File: src/rtl/uart_tx_param.sv
// Queued UART transmitter: FIFO feeds a start/data/parity/stop serialiser, TX registered.
// First start bit 2 edges after an idle push; full queue drops TXSTART (TXREADY=0).

module uart_tx_fifo #(
  parameter int WIDTH = 8,
  parameter int DEPTH = 4
) (
  input  logic                   i_clk,
  input  logic                   i_reset,
  input  logic                   i_push,
  input  logic [WIDTH-1:0]       i_dat,
  input  logic                   i_pop,
  output logic [WIDTH-1:0]       o_dat,
  output logic [$clog2(DEPTH):0] o_level,
  output logic                   o_full,
  output logic                   o_empty
);
  localparam int AW = $clog2(DEPTH);

  logic [WIDTH-1:0] r_mem [DEPTH];
  logic [AW-1:0]    r_wr_ptr;
  logic [AW-1:0]    r_rd_ptr;
  logic [AW:0]      r_level;
  logic             w_push;
  logic             w_pop;

  assign o_full  = (r_level == (AW+1)'(DEPTH));
  assign o_empty = (r_level == '0);
  // A push while full is dropped even when a pop frees a slot on the same edge.
  assign w_push  = i_push && !o_full && !i_reset;
  assign w_pop   = i_pop && !o_empty;
  assign o_dat   = r_mem[r_rd_ptr];
  assign o_level = r_level;

  always_ff @(posedge i_clk) begin
    if (i_reset) begin
      r_wr_ptr <= '0;
      r_rd_ptr <= '0;
      r_level  <= '0;
    end else begin
      if (w_push) r_wr_ptr <= r_wr_ptr + AW'(1);
      if (w_pop)  r_rd_ptr <= r_rd_ptr + AW'(1);
      if (w_push && !w_pop)      r_level <= r_level + (AW+1)'(1);
      else if (!w_push && w_pop) r_level <= r_level - (AW+1)'(1);
    end
  end

  always_ff @(posedge i_clk) begin
    if (w_push) r_mem[r_wr_ptr] <= i_dat;
  end
endmodule

module uart_tx_param #(
  parameter int SCYCLE     = 50_000_000,
  parameter int BAUDRATE   = 9600,
  parameter int DATABITS   = 8,
  parameter int PARITY     = 0,
  parameter int STOPBITS   = 1,
  parameter int FIFO_DEPTH = 4
) (
  input  logic                        i_clk,
  input  logic                        i_reset,
  input  logic [DATABITS-1:0]         i_txdata,
  input  logic                        i_txstart,
  output logic                        o_txready,
  output logic [$clog2(FIFO_DEPTH):0] o_txlevel,
  output logic                        o_txbusy,
  output logic                        o_txdone,
  output logic                        o_tx
);
  localparam int DIV = SCYCLE / BAUDRATE;
  localparam int BW  = $clog2(DIV);
  localparam int CW  = 4;

  localparam logic [2:0] S_IDLE   = 3'd0;
  localparam logic [2:0] S_START  = 3'd1;
  localparam logic [2:0] S_DATA   = 3'd2;
  localparam logic [2:0] S_PARITY = 3'd3;
  localparam logic [2:0] S_STOP   = 3'd4;

  logic [2:0]                  r_state;
  logic [BW-1:0]               r_baud;
  logic [CW-1:0]               r_bit;
  logic [DATABITS-1:0]         r_shift;
  logic                        r_par;
  logic                        r_tx;
  logic                        r_avail;
  logic                        w_baud_end;
  logic                        w_last_stop;
  logic                        w_pop;
  logic                        w_fifo_full;
  logic                        w_fifo_empty;
  logic [DATABITS-1:0]         w_head;
  logic [$clog2(FIFO_DEPTH):0] w_level;

  uart_tx_fifo #(.WIDTH(DATABITS), .DEPTH(FIFO_DEPTH)) u_fifo (
    .i_clk   (i_clk),
    .i_reset (i_reset),
    .i_push  (i_txstart),
    .i_dat   (i_txdata),
    .i_pop   (w_pop),
    .o_dat   (w_head),
    .o_level (w_level),
    .o_full  (w_fifo_full),
    .o_empty (w_fifo_empty)
  );

  assign w_baud_end  = (r_baud == BW'(DIV - 1));
  assign w_last_stop = (r_state == S_STOP) && w_baud_end && (r_bit == CW'(STOPBITS - 1));
  // Idle start uses the registered queue flag; a frame end chains on the live queue state.
  assign w_pop       = ((r_state == S_IDLE) && r_avail) || (w_last_stop && !w_fifo_empty);

  assign o_tx      = r_tx;
  assign o_txdone  = w_last_stop;
  assign o_txready = !w_fifo_full;
  assign o_txlevel = w_level;
  assign o_txbusy  = (r_state != S_IDLE) || (w_level != '0);

  always_ff @(posedge i_clk) begin
    if (i_reset) begin
      r_state <= S_IDLE;
      r_baud  <= '0;
      r_bit   <= '0;
      r_shift <= '0;
      r_par   <= 1'b0;
      r_tx    <= 1'b1;
      r_avail <= 1'b0;
    end else begin
      r_avail <= (w_level != '0);
      r_baud  <= ((r_state == S_IDLE) || w_baud_end) ? '0 : r_baud + BW'(1);
      if (w_pop) begin
        r_state <= S_START;
        r_tx    <= 1'b0;
        r_shift <= w_head;
        r_par   <= ^w_head;
        r_bit   <= '0;
      end else if (w_baud_end) begin
        case (r_state)
          S_START: begin
            r_state <= S_DATA;
            r_tx    <= r_shift[0];
            r_shift <= r_shift >> 1;
            r_bit   <= '0;
          end
          S_DATA: begin
            if (r_bit == CW'(DATABITS - 1)) begin
              r_bit <= '0;
              if (PARITY != 0) begin
                r_state <= S_PARITY;
                r_tx    <= (PARITY == 1) ? r_par : ~r_par;
              end else begin
                r_state <= S_STOP;
                r_tx    <= 1'b1;
              end
            end else begin
              r_bit   <= r_bit + CW'(1);
              r_tx    <= r_shift[0];
              r_shift <= r_shift >> 1;
            end
          end
          S_PARITY: begin
            r_state <= S_STOP;
            r_tx    <= 1'b1;
            r_bit   <= '0;
          end
          S_STOP: begin
            if (r_bit == CW'(STOPBITS - 1)) r_state <= S_IDLE;
            else                            r_bit   <= r_bit + CW'(1);
          end
          default: begin
            r_state <= S_IDLE;
            r_tx    <= 1'b1;
          end
        endcase
      end
    end
  end
endmodule

File: config.mk
export PLATFORM = sky130hd
export DESIGN_NAME = uart_tx_param
export DESIGN_NICKNAME = d
export VERILOG_FILES = /design/src/rtl/uart_tx_param.sv
export SDC_FILE = /design/constraint.sdc
export NUM_CORES = 1
export LEC_CHECK = 0
export ABC_CLOCK_PERIOD_IN_PS = 5900
export CELL_PAD_IN_SITES_DETAIL_PLACEMENT = 1
export CELL_PAD_IN_SITES_GLOBAL_PLACEMENT = 2
export CORE_MARGIN = 3
export CORE_UTILIZATION = 45
export CTS_BUF_LIST = sky130_fd_sc_hd__clkbuf_8
export CTS_CLUSTER_DIAMETER = 200
export DETAILED_ROUTE_END_ITERATION = 8
export PLACE_DENSITY_LB_ADDON = 0.15
export SETUP_SLACK_MARGIN = 0.15
export SLEW_MARGIN = 15
export SYNTH_ARGS = -nofsm -noshare
export SYNTH_HDL_FRONTEND = slang
export SYNTH_SLANG_ARGS = --single-unit
File: constraint.sdc
create_clock -name i_clk -period 5.9 [get_ports i_clk]
set_input_delay 0.885 -clock i_clk [delete_from_list [all_inputs] [get_ports i_clk]]
set_output_delay 0.885 -clock i_clk [all_outputs]
set_load 0.005 [all_outputs]
==> results.toml, run 1 <==
[logic_synthesis]
ys_ff_latch = 71
yosysMostFrequentCell = "dfxtp_1"
synth_area_leaders = "edfxtp_1 31%, dfxtp_1 26%, mux4_2 5.9%"
netlist_area_um2 = 3060
synth_edf_count = 32
yosysUniqueCellTypes = 46
avgSynthCellArea_um2 = 11.7
ys_async_sr_fraction_pct = 0
ys_seq_area_share_pct = 56.9
synthCells = 261
synthTopCellsByCount = "39 x dfxtp_1, 32 x edfxtp_1, 25 x nor2_1"
yosysWarningCount = 0
syn-num-nets = 281
synth_top_area_cell = "edfxtp_1"
ys.flop_type = "dfxtp_1"
netlist.area_leader.share_pct = 31.4

[worst_hold_path]
worstHoldStart = "r_baud[0]"
min_to = "r_baud[0]"
hold_path.class = "register to register"
holdPathStages = 1

[critical_path]
cp.arrival_ns = 2.41
worstPathCellList = "ha_1, and4bb_2, nand3_1, nor3_1, clkdlybuf4s50_1"
r2r_slack_ns = 3.03
crit_type = "register to output pin"
worst_setup_path_start_kind = "register"
reg2reg_from = "r_baud[0]"
timing.rr.end = "u_fifo.o_level[2]"
endpoint_kind = "output pin"
crit_family = "simple AND/OR/NAND/NOR gates"
slowest_stage = "clkdlybuf4s50_1"
rr_worst_depth = 11
path_buf_inv = 1
max_stage_delay_ns = 0.55
required_ns = 5.02
critical_path.max_fanout = 14

[clocking]
cts_tree = "done"
cts_resized = 0
cts_max_level = 3
clock_latency_ns = 0.35
numCtsBuffers = 9
clock_sink_count = 71
clockBufferDepth = 2
cts_root_buf = "clkbuf_8"
path_clk_slew_ns = 0.08
postCtsSetupBuffers = 0
cts_hold_buffers = 0

[global_route]
grt_pass1_wl_mm = 10.2
grt_max_degree = 23
grt-ovfl-total = 0
grt.total_usage_pct = 17.2
grt_pass1_vias = 2128
antenna_found_initial = 0

[timing]
relSlewSlack_pct = 46.0
finalHoldViolCount = 0
timing.final.ws_setup_ns = 2.61
slew_violations = 0
fmax_mhz = 304
grt_setup_unrepaired = "no"
min_period_ns = 3.29
fin_setup_tns_ns = 0
timing.final.crit_share_pct = 55.8
setup_viol = 0
finalClockSkew_ns = 0.00756
tightest_slew_ns = 0.807
fin_hold_ws_ns = 0.478

[power]
peakVddDrop_mv = 0.228
power_density_nw_per_um2 = 361
leakage_nw = 1.15
p_total_mw = 1.25

[finish]
fin_area_um2 = 3460
final_cells = 360
num_antenna_cells = 0
area_growth_pct = 13.1
final_net_count = 298
drive_above_1_share_pct = 11.7
final_util_pct = 53.6

[drt]
num_vias = 2061
wl_mm = 5.95
drc = 0
postRouteAntennaNets = 0
wl_per_cell_um = 16.5
drt_iter0_drc = 63
first_pass_iters = 4
viasPerCell = 5.73

[floorplanning]
die_w_um = 88.5
coreArea_um2 = 6460
placementRows = 29
die_h_um = 88.5
die_area_um2 = 7820
num_io_pins = 18
start_util_pct = 47.4

[place]
placed_cells = 344
dp_hpwl_mm = 4.20
pre_cts_slack_ns = 2.37
globalplace.congestion = 0.715
io_buffers = 17
place_area_um2 = 3270

[run_status]
status = "complete, no violations"

[flow_run]
max_cap_viol_count = 0
flip-flops by register name, indices dropped and copies added, names as in the netlist, named ones only:
name / flops
r_baud: 13
r_avail: 1
u_fifo.r_mem: 32
r_state: 3
r_bit: 4
r_shift: 8
u_fifo.r_wr_ptr: 2
u_fifo.o_level: 3
u_fifo.r_rd_ptr: 2
o_tx: 1
worst reg2reg max path, stage by stage, from the launching register on:
cell and delay, ns:
dfxtp_1 0.35, ha_1 0.24, and4bb_2 0.24, and3_1 0.25, a22o_1 0.34, nand2_1 0.12, ha_1 0.18, inv_1 0.06
fa_1 0.37, xor2_1 0.18, or3_1 0.31, a21oi_1 0.15
where the power goes:
part	total, mW	switching (mW)	internal (mW)	leakage, nW
Combinational	0.264	0.131	0.133	0.457
Clock	0.366	0.205	0.161	0.0888
Sequential	0.620	0.0527	0.567	0.607
Total	1.25	0.389	0.861	1.15
cell usage in the layout, fill, tap and decap left out, drive strengths merged, types with 2 or more instances in the layout:
master,netlist,layout
xnor2,4,4
ha,8,8
inv,6,10
and4bb,3,3
edfxtp,32,32
nor2,25,25
o21ai,9,9
nor4,2,2
nand2,15,15
and4,2,2
nor3,5,5
clkbuf,6,9
and2,4,4
a22oi,7,7
nand4,4,4
a311oi,2,2
clkdlybuf4s50,0,17
or4,2,2
xor2,9,9
nand3,13,13
mux4,8,8
or3,6,6
and3,3,3
a21oi,22,22
or3b,2,2
dfxtp,39,39
clkinvlp,0,2
nand2b,4,4
metal layers:
metal	vias to the layer above	global-route usage [%]	wire length [µm]
li1	997	-	-
met1	1026	21.3	2700
met2	25	29.0	2970
met3	13	3.63	184
met4	0	7.28	99
met5	-	0	0
cell families (layout without fill, tap and decap cells):
family,count (synthesis),after routing,synth area share (%)
adder cells (fa/ha/maj),9,9,3.93
flip-flops,71,71,56.9
buffers and inverters,17,39,2.41
XOR/XNOR,13,13,3.72
AO/OA/AOI/OAI,46,46,9.24
multiplexers,9,9,6.22
AND/OR/NAND/NOR,96,96,17.5
worst max-delay path by stage:
stage / depth (start not counted) / slack (ns) / start / to
floorplan: 11 / 3.33 / r_baud[0] / u_fifo.o_level[2]
global placement: 8 / 2.45 / i_reset / u_fifo.o_level[2]
detailed placement: 8 / 2.37 / i_reset / u_fifo.o_level[2]
CTS: 5 / 2.58 / r_baud[0] / o_txdone
global route: 5 / 2.41 / r_baud[0] / o_txdone
finish: 5 / 2.61 / r_baud[0] / o_txdone
final cells by class:
cell class	instances	area (µm²)
Clock buffer	9	124
Multi-Input combinational cell	173	1240
Sequential cell	71	1740
Clock inverter	7	61.3
Inverter	6	22.5
Tap cell	77	96.3
Timing Repair Buffer	17	170
Fill cell	690	3000
(Power assumes the default switching activity.)
==> run 2, diff against run 1 <==
Settings changed: ABC_CLOCK_PERIOD_IN_PS 5900 to 2900, CORE_UTILIZATION 45 to 38.
Clock period 5.9 ns to 2.9 ns, I/O delays scaled along.
==> run 2 against run 1 <==
Global-route usage is 2.4 points lower. Count of clock-buffer cells in the layout stayed put. Critical path depth increased by 6. Power grew 110%. Register-to-register slack worse by 2.7 ns. Clock skew up 0.0034 ns. Via count fell by 2.8%. Critical endpoint is now u_fifo.o_level[2]. Largest power group unchanged.
==> results.toml, run 2 (same netlist as run 1, synthesis figures left out) <==
[floorplanning]
num_io_pins = 18
placementRows = 32
die_w_um = 95.7
start_util_pct = 39.4
coreArea_um2 = 7770
die_area_um2 = 9160
die_h_um = 95.7

[drt]
wl_mm = 6.10
drc = 0
drt_iter0_drc = 49
postRouteAntennaNets = 0
wl_per_cell_um = 15.6
viasPerCell = 5.14
first_pass_iters = 5
num_vias = 2004

[power]
swShare_pct = 30.9
power_density_nw_per_um2 = 728
pwr-share-seq_pct = 48.9
p_sw_mw = 0.797
leakage_nw = 1.17
clkPwrFrac_pct = 28.9
p_int_mw = 1.78
peakVddDrop_mv = 0.322
p_comb_share_pct = 22.2

[place]
place_area_um2 = 3340
globalplace.congestion = 0.686
dp_hpwl_mm = 4.22
io_buffers = 17

[global_route]
antenna_found_initial = 0
grt_pass1_wl_mm = 10.3
grt.total_usage_pct = 14.8
grt_pass1_vias = 2051
grt_max_degree = 22
grt-ovfl-total = 0

[finish]
fin_area_um2 = 3540
drive_above_1_share_pct = 14.9
num_antenna_cells = 0
area_growth_pct = 15.7
largest_register = "u_fifo.r_mem"
fillers = 833
top_regs = "u_fifo.r_mem x32, r_baud x13, r_shift x8"
mostFrequentLayoutCell = "dfxtp_1"
final_net_count = 303
mostFrequentLayoutCells = "38 x dfxtp_1, 32 x edfxtp_1, 25 x nor2_1, 22 x a21oi_1, 17 x clkdlybuf4s50_1"
largest_reg_flops = 32

[flow_run]
max_cap_viol_count = 0

[timing]
fin_setup_tns_ns = 0
fmax_mhz = 383
slew_violations = 0
finalHoldViolCount = 0
grt_setup_unrepaired = "no"
setup_viol = 0
timing.final.crit_share_pct = 90.0
relSlewSlack_pct = 54.8
min_period_ns = 2.61
tightest_slew_ns = 0.678
finalClockSkew_ns = 0.0109

[critical_path]
required_ns = 3.18
timing.rr.end = "u_fifo.o_level[2]"
endpoint_kind = "register"
rr_worst_depth = 11
reg2reg_from = "r_baud[0]"
worst_setup_path_start_kind = "register"
cp.arrival_ns = 2.89
r2r_slack_ns = 0.29
crit_type = "register to register"
crit_start = "r_baud[0]"
cp-endpoint = "u_fifo.o_level[2]"
critical_path.max_fanout = 5

[clocking]
clock_latency_ns = 0.34
cts_tree = "done"
clock_sink_count = 71
cts_resized = 0
path_clk_slew_ns = 0.09
postCtsSetupBuffers = 0
numCtsBuffers = 9
cts_max_level = 3
cts_root_buf = "clkbuf_8"
clockBufferDepth = 2
cts_hold_buffers = 0

[run_status]
status = "complete, no violations"

[worst_hold_path]
hold_path.class = "register to register"
-- run 2: changes by cell type in the layout (fill, tap and decap cells not counted), sizes merged --
cell	change
buf	+5
-- run 2: per-layer routing --
layer,vias to the layer above,wire [µm],GRT usage [%]
met5,-,0,0
met4,0,48,6.04
met1,966,2900,19.8
li1,1010,-,-
met2,22,3000,23.1
met3,6,152,3.28
-- run 2: through the flow --
stage / worst slack [ns] / util [%] / std cells / power, mW / hold WS [ns]
2_1_floorplan: 0.330 / - / 261 / 1.61 / 0.438
3_3_place_gp: 0.300 / 43.0 / 374 / 1.85 / 0.454
3_5_place_dp: 0.235 / 43.0 / 374 / 1.86 / 0.464
4_1_cts: 0.217 / 45.5 / 390 / 2.63 / 0.477
5_1_grt: 0.153 / 45.6 / 390 / 2.76 / 0.474
6_report: 0.289 / 45.6 / 390 / 2.58 / 0.455
-- run 2: worst min path at each step --
stage	start	endpoint	cells after the start
after floorplan	r_baud[0]	r_baud[0]	1
after global placement	r_baud[0]	r_baud[0]	1
after detailed placement	r_shift[3]	r_shift[3]	2
after CTS	r_shift[3]	r_shift[3]	2
after global routing	r_baud[0]	r_baud[0]	1
final	r_baud[0]	r_baud[0]	1
-- run 2: power groups by stage --
stage / Combinational (mW) / Clock [mW] / Sequential (mW)
final: 0.572 / 0.746 / 1.26
after global routing: 0.645 / 0.833 / 1.28
after CTS: 0.586 / 0.785 / 1.26
after detailed placement: 0.583 / 0 / 1.28
after global placement: 0.572 / 0 / 1.28
after floorplan: 0.380 / 0 / 1.23
-- run 2: area by class of cell --
type	count	area (µm²)	share of cell area [%]
well taps	102	128	3.60
clock inverters	7	63.8	1.80
multi-input cells	173	1250	35.4
flip-flops and latches	71	1740	49.2
clock buffers	9	124	3.50
repair buffers	22	208	5.87
inverters	6	22.5	0.636
-- run 2: worst max-delay path, cell delays in order, from the launching register on --
cell      delay (ns)
dfxtp_2         0.34
ha_2            0.20
and4bb_2        0.23
and3_2          0.25
a22o_1          0.23
nand2_1         0.08
ha_2            0.18
inv_1           0.05
fa_1            0.37
xor2_1          0.18
or3_1           0.31
a21oi_1         0.14
